===== config.mk =====
export PLATFORM = sky130hd
export DESIGN_NAME = mem_arbiter
export DESIGN_NICKNAME = d
export VERILOG_FILES = /design/src/rtl/mem_arbiter.sv
export SDC_FILE = /design/constraint.sdc
export NUM_CORES = 1
export LEC_CHECK = 0
export ABC_AREA = 0
export BUFFER_PORTS_ARGS = -buffer_cell sky130_fd_sc_hd__buf_2
export CAP_MARGIN = 20
export CORE_MARGIN = 2
export CORE_UTILIZATION = 50
export CTS_BUF_LIST = sky130_fd_sc_hd__clkbuf_8
export CTS_CLUSTER_SIZE = 14
export DETAILED_ROUTE_END_ITERATION = 10
export MAX_ROUTING_LAYER = met4
export PLACE_DENSITY = 0.88
export SETUP_SLACK_MARGIN = 0.3
export SYNTH_ARGS = -nofsm -noshare
export SYNTH_HDL_FRONTEND = slang
export SYNTH_SLANG_ARGS = --single-unit

===== constraint.sdc =====
create_clock -name i_Clock -period 3.2 [get_ports i_Clock]
set_input_delay 0 -clock i_Clock [delete_from_list [all_inputs] [get_ports i_Clock]]
set_output_delay 0 -clock i_Clock [all_outputs]
set_load 0.005 [all_outputs]

===== src/rtl/mem_arbiter.sv =====
// mem_arbiter: shares the single-port, word-wide memory between the
// instruction-fetch requester and the load/store requester.
// Data has priority; a pending fetch denied STARVE_LIMIT cycles in a row
// is forced through. Sub-word stores become a read-modify-write (RMW).
// Optional feature macro: MEM_ARB_STATS_EN adds grant/conflict counters.
//
// Handshake: a requester raises its Req with its other inputs and holds
// them all stable until its Done pulses for one cycle. Results and the
// Misaligned flag are valid only in that Done cycle. A Req still high
// in its Done cycle is a new request, so one access per cycle can be
// sustained. At most one Done pulses in any cycle.
module mem_arbiter #(
  parameter int unsigned STARVE_LIMIT = 3
) (
  input  logic        i_Clock,
  input  logic        i_Reset,
  input  logic        i_FetchReq,
  input  logic [31:0] i_FetchAddress,
  output logic        o_FetchDone,
  output logic [31:0] o_FetchData,
  output logic        o_FetchMisaligned,
  input  logic        i_DataReq,
  input  logic        i_DataWrite,
  input  logic [31:0] i_DataAddress,
  input  logic [31:0] i_DataWriteData,
  input  logic [2:0]  i_DataMode,
  output logic        o_DataDone,
  output logic [31:0] o_DataReadData,
  output logic        o_DataMisaligned,
  output logic        o_MemReadEnable,
  output logic        o_MemWriteEnable,
  output logic [31:0] o_MemAddress,
  output logic [31:0] o_MemDataIn,
  output logic [2:0]  o_MemMode,
  input  logic [31:0] i_MemDataOut,
`ifdef MEM_ARB_STATS_EN
  output logic [31:0] o_FetchGrantCount,
  output logic [31:0] o_DataGrantCount,
  output logic [31:0] o_ConflictCount,
`endif
  output logic        o_DebugState
);

  typedef enum logic {
    S_IDLE      = 1'b0,
    S_RMW_WRITE = 1'b1
  } state_t;

  localparam logic [3:0] STARVE_MAX = 4'(STARVE_LIMIT);
  localparam logic [2:0] MODE_WORD  = 3'b010;

  state_t      state_q;
  logic [3:0]  starve_q;
  logic [3:0]  starve_d;
  logic [31:0] rmw_word_q;

  logic        data_mode_ok;
  logic        data_align_ok;
  logic        data_bad;
  logic        fetch_bad;
  logic        in_idle;
  logic        fetch_forced;
  logic        grant_fetch;
  logic        grant_data;
  logic        rmw_active;
  logic [31:0] merged_word;

  assign o_DebugState = state_q;

  // Classify the data request: legal mode for its direction, and aligned to its size
  always_comb begin
    data_mode_ok  = 1'b0;
    data_align_ok = 1'b0;
    if (i_DataWrite) begin
      case (i_DataMode)
        3'b000: begin data_mode_ok = 1'b1; data_align_ok = 1'b1; end
        3'b001: begin data_mode_ok = 1'b1; data_align_ok = ~i_DataAddress[0]; end
        3'b010: begin data_mode_ok = 1'b1; data_align_ok = (i_DataAddress[1:0] == 2'b00); end
        default: ;
      endcase
    end else begin
      case (i_DataMode)
        3'b000, 3'b100: begin data_mode_ok = 1'b1; data_align_ok = 1'b1; end
        3'b001, 3'b101: begin data_mode_ok = 1'b1; data_align_ok = ~i_DataAddress[0]; end
        3'b010:         begin data_mode_ok = 1'b1; data_align_ok = (i_DataAddress[1:0] == 2'b00); end
        default: ;
      endcase
    end
  end

  assign data_bad  = ~(data_mode_ok & data_align_ok);
  assign fetch_bad = |i_FetchAddress[1:0];

  // Reset suppresses every grant so nothing reaches memory while it is held
  assign in_idle      = (state_q == S_IDLE) && !i_Reset;
  assign rmw_active   = (state_q == S_RMW_WRITE) && !i_Reset;
  assign fetch_forced = (starve_q == STARVE_MAX);
  assign grant_fetch  = in_idle && i_FetchReq && (!i_DataReq || fetch_forced);
  assign grant_data   = in_idle && i_DataReq && !grant_fetch;

  // Starve counter: counts denied cycles of a pending fetch, saturating at the limit
  always_comb begin
    starve_d = starve_q;
    if (!i_FetchReq || grant_fetch) begin
      starve_d = '0;
    end else if (starve_q < STARVE_MAX) begin
      starve_d = starve_q + 4'd1;
    end
  end

  // Insert the store byte/half into the word latched during the RMW read
  always_comb begin
    merged_word = rmw_word_q;
    if (i_DataMode[0]) begin
      merged_word[{i_DataAddress[1], 4'b0000} +: 16] = i_DataWriteData[15:0];
    end else begin
      merged_word[{i_DataAddress[1:0], 3'b000} +: 8] = i_DataWriteData[7:0];
    end
  end

  // Memory-side drive, decided from state and the current grant
  always_comb begin
    o_MemReadEnable  = 1'b0;
    o_MemWriteEnable = 1'b0;
    o_MemAddress     = '0;
    o_MemDataIn      = '0;
    o_MemMode        = MODE_WORD;
    if (rmw_active) begin
      o_MemWriteEnable = 1'b1;
      o_MemAddress     = {i_DataAddress[31:2], 2'b00};
      o_MemDataIn      = merged_word;
    end else if (grant_fetch && !fetch_bad) begin
      o_MemReadEnable = 1'b1;
      o_MemAddress    = i_FetchAddress;
    end else if (grant_data && !data_bad) begin
      if (!i_DataWrite) begin
        // Loads pass straight through; memory extracts and extends
        o_MemReadEnable = 1'b1;
        o_MemAddress    = i_DataAddress;
        o_MemMode       = i_DataMode;
      end else if (i_DataMode == MODE_WORD) begin
        o_MemWriteEnable = 1'b1;
        o_MemAddress     = i_DataAddress;
        o_MemDataIn      = i_DataWriteData;
      end else begin
        // First half of RMW: fetch the containing word
        o_MemReadEnable = 1'b1;
        o_MemAddress    = {i_DataAddress[31:2], 2'b00};
      end
    end
  end

  // Arbiter FSM with registered responses and starve counter
  always_ff @(posedge i_Clock) begin
    if (i_Reset) begin
      state_q           <= S_IDLE;
      starve_q          <= '0;
      rmw_word_q        <= '0;
      o_FetchDone       <= 1'b0;
      o_FetchData       <= '0;
      o_FetchMisaligned <= 1'b0;
      o_DataDone        <= 1'b0;
      o_DataReadData    <= '0;
      o_DataMisaligned  <= 1'b0;
    end else begin
      starve_q          <= starve_d;
      o_FetchDone       <= 1'b0;
      o_FetchMisaligned <= 1'b0;
      o_DataDone        <= 1'b0;
      o_DataMisaligned  <= 1'b0;
      case (state_q)
        S_IDLE: begin
          if (grant_fetch) begin
            o_FetchDone       <= 1'b1;
            o_FetchMisaligned <= fetch_bad;
            o_FetchData       <= fetch_bad ? 32'h0 : i_MemDataOut;
          end else if (grant_data) begin
            if (data_bad) begin
              o_DataDone       <= 1'b1;
              o_DataMisaligned <= 1'b1;
              o_DataReadData   <= '0;
            end else if (!i_DataWrite) begin
              o_DataDone     <= 1'b1;
              o_DataReadData <= i_MemDataOut;
            end else if (i_DataMode == MODE_WORD) begin
              o_DataDone     <= 1'b1;
              o_DataReadData <= '0;
            end else begin
              rmw_word_q <= i_MemDataOut;
              state_q    <= S_RMW_WRITE;
            end
          end
        end
        S_RMW_WRITE: begin
          state_q        <= S_IDLE;
          o_DataDone     <= 1'b1;
          o_DataReadData <= '0;
        end
        default: state_q <= S_IDLE;
      endcase
    end
  end

`ifdef MEM_ARB_STATS_EN
  // Grant and conflict statistics, free-running and wrapping
  always_ff @(posedge i_Clock) begin
    if (i_Reset) begin
      o_FetchGrantCount <= '0;
      o_DataGrantCount  <= '0;
      o_ConflictCount   <= '0;
    end else begin
      if (grant_fetch) o_FetchGrantCount <= o_FetchGrantCount + 32'd1;
      if (grant_data)  o_DataGrantCount  <= o_DataGrantCount + 32'd1;
      if (in_idle && i_FetchReq && i_DataReq) o_ConflictCount <= o_ConflictCount + 32'd1;
    end
  end
`endif

endmodule

Word-level counts from Yosys, hierarchy flattened. Index checks and enable logic that the tools add are counted.

$add $sub $neg: 3. Multipliers: 0. Divide/modulo/power cells: 0. Magnitude comparators: 1. Equality and inequality tests: 8. Shift-type cells: 4. Muxes and demuxes: 52. Bitwise gates (word level): 6. Reductions and logical operators: 29.

Operator list (count): $mux W32 (15); $bwmux W32 (2); $pmux W32 S2 (1); $shift A16 B7 Y32 const A (1); $shift A8 B7 Y32 const A (1); $shiftx A16 B7 Y32 (1); $shiftx A8 B7 Y32 (1); $mux W1 (24); $neg A5 Y7 (2); $mux W3 (4); $reduce_or A2 Y1 (5); $logic_and A1 B1 Y1 (8); $eq A3 B3 Y1 const B (2); $pmux W1 S3 (2); $reduce_and A6 Y1 (1); $reduce_or A3 Y1 (2); $logic_not A1 Y1 (5); $not A1 Y1 (5); $reduce_or A5 Y1 (1); $add A4 B1 Y4 const B (1); $eq A4 B2 Y1 const B (1); $lt A4 B2 Y1 const B (1); $mux W2 (2); $ne A2 B2 Y1 const B (2); other kinds (11) (13).

Register bits: 105. Latch bits: 0. RAM bits: 0. Memory bits (read-only): 0. Output and inout bits: 138. Word-level logic and storage cells: 112. Memories kept: 0.

Depth between registers and ports, before layout. Gate-level depths: netlist (run 1).

Depth after elaboration: 10. Gate-level depth with buffers: 9.

Least setup slack after synthesis (run 1). Ideal clock, no wire load.

Path kind: register -> register. From: register starve_q[0]. To: register o_FetchData[10]. Library setup time: 117 ps. Arrival: 1594 ps. Data required time: 3083 ps. Path slack: 1489 ps. Stages on the path, launching flop included: 7. Clock period less this slack: 1711 ps. Cell sequence: dfxtp_1 > ha_1 > or3b_1 > a211oi_2 > nor2_2 > buf_6 > a22o_1.

Longest elaborated chain between the ends: 4.

RTL lines: start: declaration (line 53) `logic [3:0] starve_q;`; start signal: assignment (line 166) `starve_q <= starve_d;`; $eq A4 B2 Y1 (line 97) `assign fetch_forced = (starve_q == STARVE_MAX);`; $logic_or A1 B1 Y1 (line 98) `assign grant_fetch = in_idle && i_FetchReq && (!i_DataReq || fetch_forced);`; $logic_and A1 B1 Y1 (line 98); $reduce_and A2 Y1 (no source line); end signal: assignment (line 176) `o_FetchData <= fetch_bad ? 32'h0 : i_MemDataOut;`; end: declaration (line 20) `output logic [31:0] o_FetchData,`.

Every way passes these cells. A chain may end at the register's enable or synchronous reset.

Final worst setup path (run 1).
From: register starve_q[0]. To: output port o_MemAddress[6].

Longest elaborated chain between the ends: 9.

RTL lines: $eq A4 B2 Y1 (*) (line 97); $logic_or A1 B1 Y1 (*) (line 98); $logic_and A1 B1 Y1 (*) (line 98); $logic_not A1 Y1 (line 99) `assign grant_data = in_idle && i_DataReq && !grant_fetch;`; $logic_and A1 B1 Y1 (line 99); $logic_and A1 B1 Y1 (line 135) `end else if (grant_data && !data_bad) begin`; $mux W32 (line 135); $mux W32 (*) (line 132) `end else if (grant_fetch && !fetch_bad) begin`; $mux W32 (*) (line 128) `if (rmw_active) begin`; end: declaration (line 32) `output logic [31:0] o_MemAddress,`.

Mark *: on every way between the ends. The rest lies on a longest branch, timed or not.

==> results.md, run 1 <==
- Die ar.: 11100 sq um
- RSZ-0062 raised after global routing: false
- Die X: 105 um
- Cells after Synth: 525
- Slowest CP cell: buf_4
- Main flop type after synthesis: dfxtp_1
- Via count: 5898
- Via density: 6.23
- Buffers on Ports: 273
- H-tree lvl count: 3
- Gr ovfl total: 0
- CP arrival: 2.62 ns
- DRC: 0
- Gpl congestion: 0.988
- Total placed cells including tap cells: 894
- Synth area leader: dfxtp_1
- P_int: 0.00196 W
- Root Buffer: clkbuf_8
- Max Clock Skew: 0.0121 ns
- Hold Path Class: in -> reg
- Min cycle time layout: 2.62 ns
- Pin count of the biggest net entering global routing: 63
- CTS tree: done
- Required @ worst endpoint: 3.20 ns
- Crit path launch type: flip-flop
- Dpl ws: 1.00 ns
- Clock Tree Buf Depth: 2
- Status: finished clean
- Nets@finish: 945
- Post-synthesis async set-or-reset flop share: 0
- First DRT Iteration DRCs: 621
- Setup violators final: 0
- # clock sinks: 105
- Tcrit/Tclk final: 0.818
- Fmax: 0.382 GHz
- Register area share after synthesis: 0.408
- Post-synth EDFFs: 0
- TritonRoute pass-1 iters: 5
- Rel. slew slack: 0.366
- Final ANT Viol Nets: 0
- Sequential power share: 0.505
- Share of cells above drive strength 1: 0.389
- Power share of the clock group: 0.335
- Combinational share of power: 0.160
- Synth top area cells: dfxtp_1 (41%), a22o_1 (21%), a21oi_1 (5.6%), mux2i_1 (4.9%), a221o_1 (4.7%)
- Final wirelength: 20.1 mm
- Max Fanout on Critical Path: 62
- Switching Fraction: 0.263
- Leakage: 3.41 nW
- Syn Nets: 666
- Synthesized area per cell: 9.80 sq um
- CP peak stage delay: 0.57 ns
- Final hold violations: 0
- RR Startpoint: starve_q[0]$_SDFFE_PP0N_
- Worst hold slack: 0.121 ns
- CP Cell Sequence: ha_1, nor3b_2, o211ai_1, nor3_4, buf_4, a22o_1, buf_2
- Hold Crit Start: i_DataReq
- Critical Path Source: starve_q[0]$_SDFFE_PP0N_
- Post-synthesis register bit count: 105
- Max VDD drop: 0.000317 V
- Psw: 0.000700 W
- R2r endpoint: o_FetchData[15]$_SDFFE_PP0P_
- Area Overhead vs Synth: 37.1%
- Post-CTS Setup Bufs: 0
- Setup ws final: 0.582 ns
- Crit Path Class: reg -> out
- First-pass GRT wire length: 30.9 mm
- GRT Total Usage: 0.363
- Post-synth top area share: 0.408
- Critical path endpoint: o_MemAddress[6]
- Reg2Reg Setup Slack: 1.09 ns
- Synth warnings: 0
- Die height: 105 um
- Core Area: 10100 sq um
- Hold depth: 5
- Initial core utilization: 0.508
- Setup TNS: 0 ns
- Post-Layout Cell Count: 946
- Worst-path clk slew: 0.10 ns
- Max-Cap Viols: 0
- Final Max Slew Viols: 0
- CTS Buf Count: 9
- Site Rows: 37
- Synth unique cells: 48
- FF-to-FF path depth: 6
- Initial antenna violation count: 1
- Worst-margin pin slew: 0.952 ns
- Mapped cell area: 5150 sq um
- Wire length per cell: 21.3 um
- Latest clock arrival within the worst-skew pair: 0.35 ns
- Cell Pwr Density: 377 nW/um^2
- IO Pins: 274
- Hpwl dp: 14.6 mm
- Crit. End Element: output port
- Number of global-route vias before repair: 5630
- Finished Core Util: 0.696
==> state kept, by name, indices dropped and copies added, names as in the netlist <==
register	cells
o_DataDone	1
rmw_word_q	32
starve_q	4
o_DebugState	1
o_DataMisaligned	1
o_FetchMisaligned	1
o_FetchData	32
o_FetchDone	1
o_DataReadData	32
==> metrics by stage <==
stage | total power [W] | area, sq um
final | 0.00266 | 7050
after global routing | 0.00275 | 7050
after CTS | 0.00266 | 7050
after detailed placement | 0.00175 | 6480
after global placement | 0.00174 | 6480
after floorplan | 0.00156 | 5150
==> timing repair <==
action,4_1_cts,5_1_grt
endpoints found under the hold margin,101,0
hold buffers,35,0
gates resized for setup,0,0
==> cells in the final DEF (no fill, tap or decap), types with 3 or more instances in the layout <==
cell,Yosys,final
buf_2,16,273
a22o_1,126,126
dfxtp_1,105,105
a21oi_1,58,58
dlygate4sd3_1,0,35
o21ai_0,33,33
nand3_1,32,32
mux2i_1,25,25
a221o_1,24,24
buf_4,7,12
clkbuf_8,0,9
inv_1,7,7
nor2_1,6,6
ha_1,5,5
nand2_1,4,4
nor3_1,4,4
and4_1,3,3
and3_1,3,3
clkinvlp_4,0,3
==> layer usage <==
layer | track usage | part of all wire | up-vias
li1 | - | - | 2638
met1 | 0.445 | 0.39 | 2830
met2 | 0.594 | 0.49 | 368
met3 | 0.0594 | 0.085 | 62
met4 | 0.150 | 0.040 | 0
met5 | - | 0 | -
==> how the worst min path moves through the flow <==
stage               slack (ns)                           end
finish                    0.12         o_DataDone$_SDFF_PP0_
global route              0.12         o_DataDone$_SDFF_PP0_
CTS                       0.09         o_DataDone$_SDFF_PP0_
detailed placement        0.26  o_FetchData[13]$_SDFFE_PP0P_
global placement          0.26  o_FetchData[14]$_SDFFE_PP0P_
floorplan                 0.09                  o_MemMode[1]
==> area by class of cell <==
class / instances / area, sq um
repair buffers: 320 / 1810
flip-flops and latches: 105 / 2100
multi-input cells: 359 / 2720
clock inverters: 7 / 100
inverters: 9 / 33.8
well taps: 136 / 170
diodes: 1 / 2.50
fillers: 791 / 3080
clock buffers: 9 / 124
==> synth_stat cells, types with 4 or more instances <==
cell type and n:
nand2_1 4, a21oi_1 58, inv_1 7, dfxtp_1 105, buf_4 7, mux2i_1 25
buf_6 7, ha_1 5, buf_2 16, nor3_1 4, a221o_1 24, a22o_1 126
o21ai_0 33, clkbuf_1 21, nand3_1 32, nor2_1 6
==> power by group through the flow <==
stage	clock network (W)	logic [W]	registers, W
after detailed placement	0	0.000378	0.00137
after global routing	0.000953	0.000454	0.00135
after CTS	0.000902	0.000414	0.00134
final	0.000892	0.000425	0.00134
after global placement	0	0.000371	0.00137
after floorplan	0	0.000191	0.00137
==> logic make-up after synthesis <==
kind of cell	synth area share
adder cells (fa/ha/maj)	0.0122
multiplexers	0.0486
AND/OR/NAND/NOR	0.0936
flip-flops	0.408
AO/OA/AOI/OAI	0.372
XOR/XNOR	0.00170
buffers and inverters	0.0639
==> critical path: cells and delay by family (launching register included) <==
family	cells	cell delay, ns
buffers and inverters	2	0.72
AOI/OAI and AO/OA	2	0.53
and+or+nand+nor	2	0.40
DFF	1	0.38
adders and majority gates	1	0.22
Power figures use the tool's default switching activity.
==> run 2: changes to the inputs <==
Settings changed: CORE_UTILIZATION 50 to 47, PLACE_DENSITY 0.88 to 0.83.
Clock period 3.2 ns to 2.6 ns, I/O delays scaled along.
==> results.md, run 2 (same netlist as run 1, synthesis figures left out) <==
- Status: finished clean
- Worst-margin pin slew: 1.01 ns (+0.0604 ns)
- RSZ-0062 raised after global routing: false
- Setup violators final: 0 (unchanged)
- Number of global-route vias before repair: 5377 (-4.5%)
- Initial core utilization: 0.479 (-0.0287)
- Post-Layout Cell Count: 960 (+1.5%)
- Post-DP Area: 6500 sq um (+0.31%)
- # clock sinks: 105 (unchanged)
- Largest regs: o_DataReadData x32, o_FetchData x32, rmw_word_q x32
- Via density: 6.12 (-1.9%)
- Die ar.: 11800 sq um (+6.1%)
- CTS Buf Count: 9 (unchanged)
- Tot Pwr: 0.00319 W (+20%)
- Max-Cap Viols: 0 (unchanged)
- First-pass GRT wire length: 28.9 mm (-6.4%)
- Post-route cell area: 7230 sq um (+2.4%)
- Clock Tree Buf Depth: 2 (unchanged)
- IO Pins: 274 (unchanged)
- Rel. slew slack: 0.320 (-0.0455)
- Wire length per cell: 20.9 um (-1.8%)
- Crit Path Class: reg -> out
- Die height: 109 um (+3.0%)
- First DRT Iteration DRCs: 760 (+22%)
- Required @ worst endpoint: 2.60 ns (-0.60 ns)
- Root Buffer: clkbuf_8
- Worst-path clk slew: 0.10 ns (about the same)
- Final ANT Viol Nets: 0 (unchanged)
- Share of cells above drive strength 1: 0.398 (+0.00868)
- Crit path launch type: flip-flop
- Gr ovfl total: 0 (unchanged)
- Leakage: 3.49 nW (+2.2%)
- Final hold violations: 0 (unchanged)
- Final wirelength: 20.1 mm (-0.37%)
- Most frequent cells in the layout: buf_2 (273), a22o_1 (126), dfxtp_1 (105), a21oi_1 (58), dlygate4sd3_1 (35)
- Crit. End Element: output port
- Max Fanout on Critical Path: 8 (-87%)
- TritonRoute pass-1 iters: 7 (+2)
- Latest clock arrival within the worst-skew pair: 0.36 ns (about the same)
- CP arrival: 2.19 ns (-0.43 ns)
- Setup TNS: 0 ns (unchanged)
- Min cycle time layout: 2.19 ns
- Tcrit/Tclk final: 0.844
- Commonest non-fill, non-tap cell in the layout: buf_2
- Max VDD drop: 0.000364 V (+15%)
- Reg2Reg Setup Slack: 0.61 ns (-0.48 ns)
- Max Clock Skew: 0.0104 ns (-0.00171 ns)
- Gpl congestion: 0.983 (-0.52%)
- H-tree lvl count: 3 (unchanged)
- DRC: 0 (unchanged)
- Core Area: 10700 sq um (+6.0%)
- Buffers on Ports: 273 (unchanged)
- Total placed cells including tap cells: 900 (+0.67%)
- Cell Pwr Density: 442 nW/um^2 (+17%)
- Initial antenna violation count: 0 (-1)
- Nets@finish: 955 (+1.1%)
- Pin count of the biggest net entering global routing: 63 (unchanged)
- Via count: 5871 (-0.46%)
- Die X: 109 um (+3.0%)
- Area Overhead vs Synth: 40.4%
- Final Max Slew Viols: 0 (unchanged)
- Hpwl dp: 13.9 mm (-4.5%)
- CTS tree: done
- Fmax: 0.456 GHz
- Hold Path Class: in -> reg
- GRT Total Usage: 0.327 (-0.0362)
- Site Rows: 38 (+2.7%)
-- run 2: cell types whose count changed in the layout (fill, tap and decap cells not counted), moves of 2 or more --
cell,delta
clkbuf_16,+3
clkbuf_8,+4
inv_6,-2
clkinvlp_4,-3
bufinv_16,-2
buf_4,+4
clkinv_4,+2
-- run 2: layout make-up --
| class | instances | area (sq um) |
|---|---|---|
| tap | 140 | 175 |
| timing repair buffer | 330 | 1970 |
| inverter | 9 | 33.8 |
| fill | 861 | 3520 |
| multi-input combinational | 359 | 2740 |
| clock buffer | 13 | 179 |
| sequential | 105 | 2100 |
| antenna | 1 | 2.50 |
| clock inverter | 3 | 22.5 |
-- run 2: where the power goes --
part	leakage [nW]	switching (W)	internal, W
combinational	2.53	0.000292	0.000243
clock	0.106	0.000549	0.000456
sequential	0.849	0.0000186	0.00164
-- run 2: path summary, 6_finish.rpt --
path | from | end | depth (start not counted)
max | starve_q[0]$_SDFFE_PP0N_ | o_MemAddress[22] | 8
min | i_DataMode[2] | o_DataDone$_SDFF_PP0_ | 4
max reg2reg | starve_q[0]$_SDFFE_PP0N_ | o_FetchData[25]$_SDFFE_PP0P_ | 8
min reg2reg | o_DataReadData[11]$_SDFFE_PP0P_ | o_DataReadData[11]$_SDFFE_PP0P_ | 1
-- run 2: worst max-delay path: stages (launching register included) --
cell,delay [ns]
dfxtp_1,0.37
ha_2,0.21
nor3b_4,0.20
o211ai_1,0.19
nor3_4,0.24
buf_4,0.16
buf_12,0.12
a22o_1,0.20
buf_2,0.14
-- run 2: through the flow --
step                      worst slack [ns]   util  hold slack [ns]
after floorplan                      0.889      -           0.0907
after global placement               0.526  0.605            0.262
after detailed placement             0.482  0.605            0.258
after CTS                            0.330  0.657           0.0770
after global routing                 0.297  0.672            0.108
final                                0.407  0.672           0.0896
-- run 2: what timing repair did --
item,in CTS,in global routing
endpoints found under the setup margin,30,34
hold buffers,35,0
pin swaps,0,2
gates resized for setup,2,6
cloned,0,3
buffers inserted,0,4
endpoints found under the hold margin,101,0
-- run 2: metal layers --
metal | wire (um) | vias to the layer above | global-route usage
met4 | 501 | 0 | 0.0888
met3 | 2190 | 49 | 0.0717
met5 | 0 | - | -
li1 | - | 2651 | -
met1 | 8470 | 2780 | 0.445
met2 | 8890 | 391 | 0.492
==> run 3: changes to the inputs <==
Clock period 2.6 ns to 2.1 ns, I/O delays scaled along.
==> results.md, run 3 (same netlist as run 1, synthesis figures left out) <==
- Via count: 6109 (+4.1%)
- Most frequent cells in the layout: buf_2 (273), a22o_1 (126), dfxtp_1 (100), a21oi_1 (58), dlygate4sd3_1 (35)
- Largest regs: o_DataReadData x32, o_FetchData x32, rmw_word_q x32
- Via density: 6.16 (+0.80%)
- Gr ovfl total: 0 (unchanged)
- Crit. End Element: output port
- Setup TNS: -0.0186 ns (-0.0186 ns)
- CTS tree: done
- Combinational share of power: 0.181 (+0.014)
- Die X: 109 um (unchanged)
- CTS Buf Count: 9 (unchanged)
- Worst-path clk slew: 0.11 ns (about the same)
- Area Overhead vs Synth: 48.9%
- Latest clock arrival within the worst-skew pair: 0.36 ns (about the same)
- Core Area: 10700 sq um (unchanged)
- Psw: 0.00112 W (+31%)
- P_int: 0.00279 W (+19%)
- Min cycle time layout: 2.12 ns
- H-tree lvl count: 3 (unchanged)
- Site Rows: 38 (unchanged)
- Violated checks: setup timing
- Rel. slew slack: 0.484 (+0.164)
- Final Max Slew Viols: 0 (unchanged)
- RSZ-0062 raised after global routing: true
- Required @ worst endpoint: 2.10 ns (-0.50 ns)
- Hpwl dp: 14.1 mm (+1.5%)
- Initial antenna violation count: 3 (+3)
- Leakage: 3.66 nW (+4.9%)
- Wire length per cell: 22.2 um (+6.5%)
- Fill cells: 772 (-10%)
- Cell Pwr Density: 511 nW/um^2 (+16%)
- Commonest non-fill, non-tap cell in the layout: buf_2
- Final wirelength: 22.0 mm (+9.9%)
- CP arrival: 2.12 ns (-0.07 ns)
- Dpl ws: 0.138 ns (-0.344 ns)
- Power share of the clock group: 0.295 (-0.020)
- GRT Total Usage: 0.357 (+0.0301)
- Final hold violations: 0 (unchanged)
- Clock Tree Buf Depth: 2 (unchanged)
- Worst-margin pin slew: 0.772 ns (-0.240 ns)
- Die ar.: 11800 sq um (unchanged)
- Setup ws final: -0.0186 ns (-0.425 ns)
- Max Clock Skew: 0.0115 ns (+0.00113 ns)
- Max VDD drop: 0.000370 V (+1.6%)
- Number of global-route vias before repair: 5661 (+5.3%)
- Crit path launch type: flip-flop
- # clock sinks: 105 (unchanged)
- Root Buffer: clkbuf_8
- TritonRoute pass-1 iters: 7 (unchanged)
- Post-Layout Cell Count: 991 (+3.2%)
- Hold Path Class: in -> reg
- Tot Pwr: 0.00391 W (+22%)
- Die height: 109 um (unchanged)
- Switching Fraction: 0.287 (+0.0179)
- Initial core utilization: 0.479 (unchanged)
- Gpl congestion: 1.05 (+7.1%)
- Setup violators final: 1 (+1)
- IO Pins: 274 (unchanged)
- Sequential power share: 0.524 (+0.006)
- Share of cells above drive strength 1: 0.431 (+0.0332)
- First DRT Iteration DRCs: 723 (-4.9%)
- Crit Path Class: reg -> out
- Max Fanout on Critical Path: 8 (unchanged)
- Total placed cells including tap cells: 902 (+0.22%)
- Status: complete, but fails checks
- Nets@finish: 981 (+2.7%)
- DRC: 0 (unchanged)
- First-pass GRT wire length: 31.3 mm (+8.5%)
- Fmax: 0.472 GHz
- Pin count of the biggest net entering global routing: 52 (-17%)
- Tcrit/Tclk final: 1.01
- Worst hold slack: 0.0178 ns (-0.0718 ns)
- Buffers on Ports: 273 (unchanged)
- Max-Cap Viols: 0 (unchanged)
- Final ANT Viol Nets: 0 (unchanged)
[run 3: changes by cell type in the layout (fill, tap and decap cells not counted), moves of 4 or more]
cell      previous run  this run
buf_16               1         6
diode_2              1         7
buf_6                1        10
buf_4               16        23
dfxtp_2              0         5
clkbuf_8            13         9
dfxtp_1            105       100
[run 3: worst paths after layout]
| check | startpoint | endpoint | slack, ns | cells past startpoint |
|---|---|---|---|---|
| max reg2reg | starve_q[1]$_SDFFE_PP0N_ | o_FetchData[12]$_SDFFE_PP0P_ | 0.07 | 11 |
| max | starve_q[1]$_SDFFE_PP0N_ | o_MemAddress[27] | -0.02 | 9 |
| min | i_DataReq | o_DataMisaligned$_SDFF_PP0_ | 0.02 | 3 |
| min reg2reg | o_DataReadData[6]$_SDFFE_PP0P_ | o_DataReadData[6]$_SDFFE_PP0P_ | 0.48 | 1 |
[run 3: area by class of cell]
type	count	area, sq um	share of cell area
inverter	9	36.3	0.00474
tap	140	175	0.0229
antenna	7	17.5	0.00229
sequential	105	2110	0.275
timing repair buffer	356	2340	0.305
multi-input combinational	359	2810	0.366
clock buffer	9	124	0.0162
clock inverter	6	52.6	0.00686
[run 3: repair_timing]
action / in CTS / in global routing
gates resized for setup: 27 / 24
setup buffers: 13 / 8
hold buffers: 35 / 0
setup endpoints to repair: 100 / 125
gates cloned: 8 / 3
pin swaps: 28 / 65
endpoints found under the hold margin: 101 / 0
[run 3: per-stage QoR]
stage               area (sq um)   util
floorplan                   5150      -
global placement            6530  0.607
detailed placement          6530  0.607
CTS                         7450  0.693
global route                7650  0.712
finish                      7660  0.713
[run 3: power groups by stage]
stage / Clock [W] / Sequential [W] / Combinational [W]
2_1_floorplan: 0 / 0.00209 / 0.000291
3_3_place_gp: 0 / 0.00209 / 0.000559
3_5_place_dp: 0 / 0.00209 / 0.000574
4_1_cts: 0.00116 / 0.00205 / 0.000661
5_1_grt: 0.00125 / 0.00205 / 0.000752
6_report: 0.00115 / 0.00205 / 0.000709
[run 3: critical path, cell delays in order (launching register included)]
cell	delay, ns
dfxtp_2	0.37
ha_4	0.14
nor3b_4	0.18
o211ai_1	0.11
buf_4	0.17
nor3_4	0.18
buf_6	0.17
buf_16	0.13
a22o_1	0.17
buf_2	0.14
[run 3: layer usage]
metal / GRT usage / vias up / share of wire
met1: 0.474 / 2918 / 0.42
met2: 0.530 / 418 / 0.45
met4: 0.107 / 0 / 0.024
li1: - / 2714 / -
met3: 0.0998 / 59 / 0.11
met5: - / - / 0
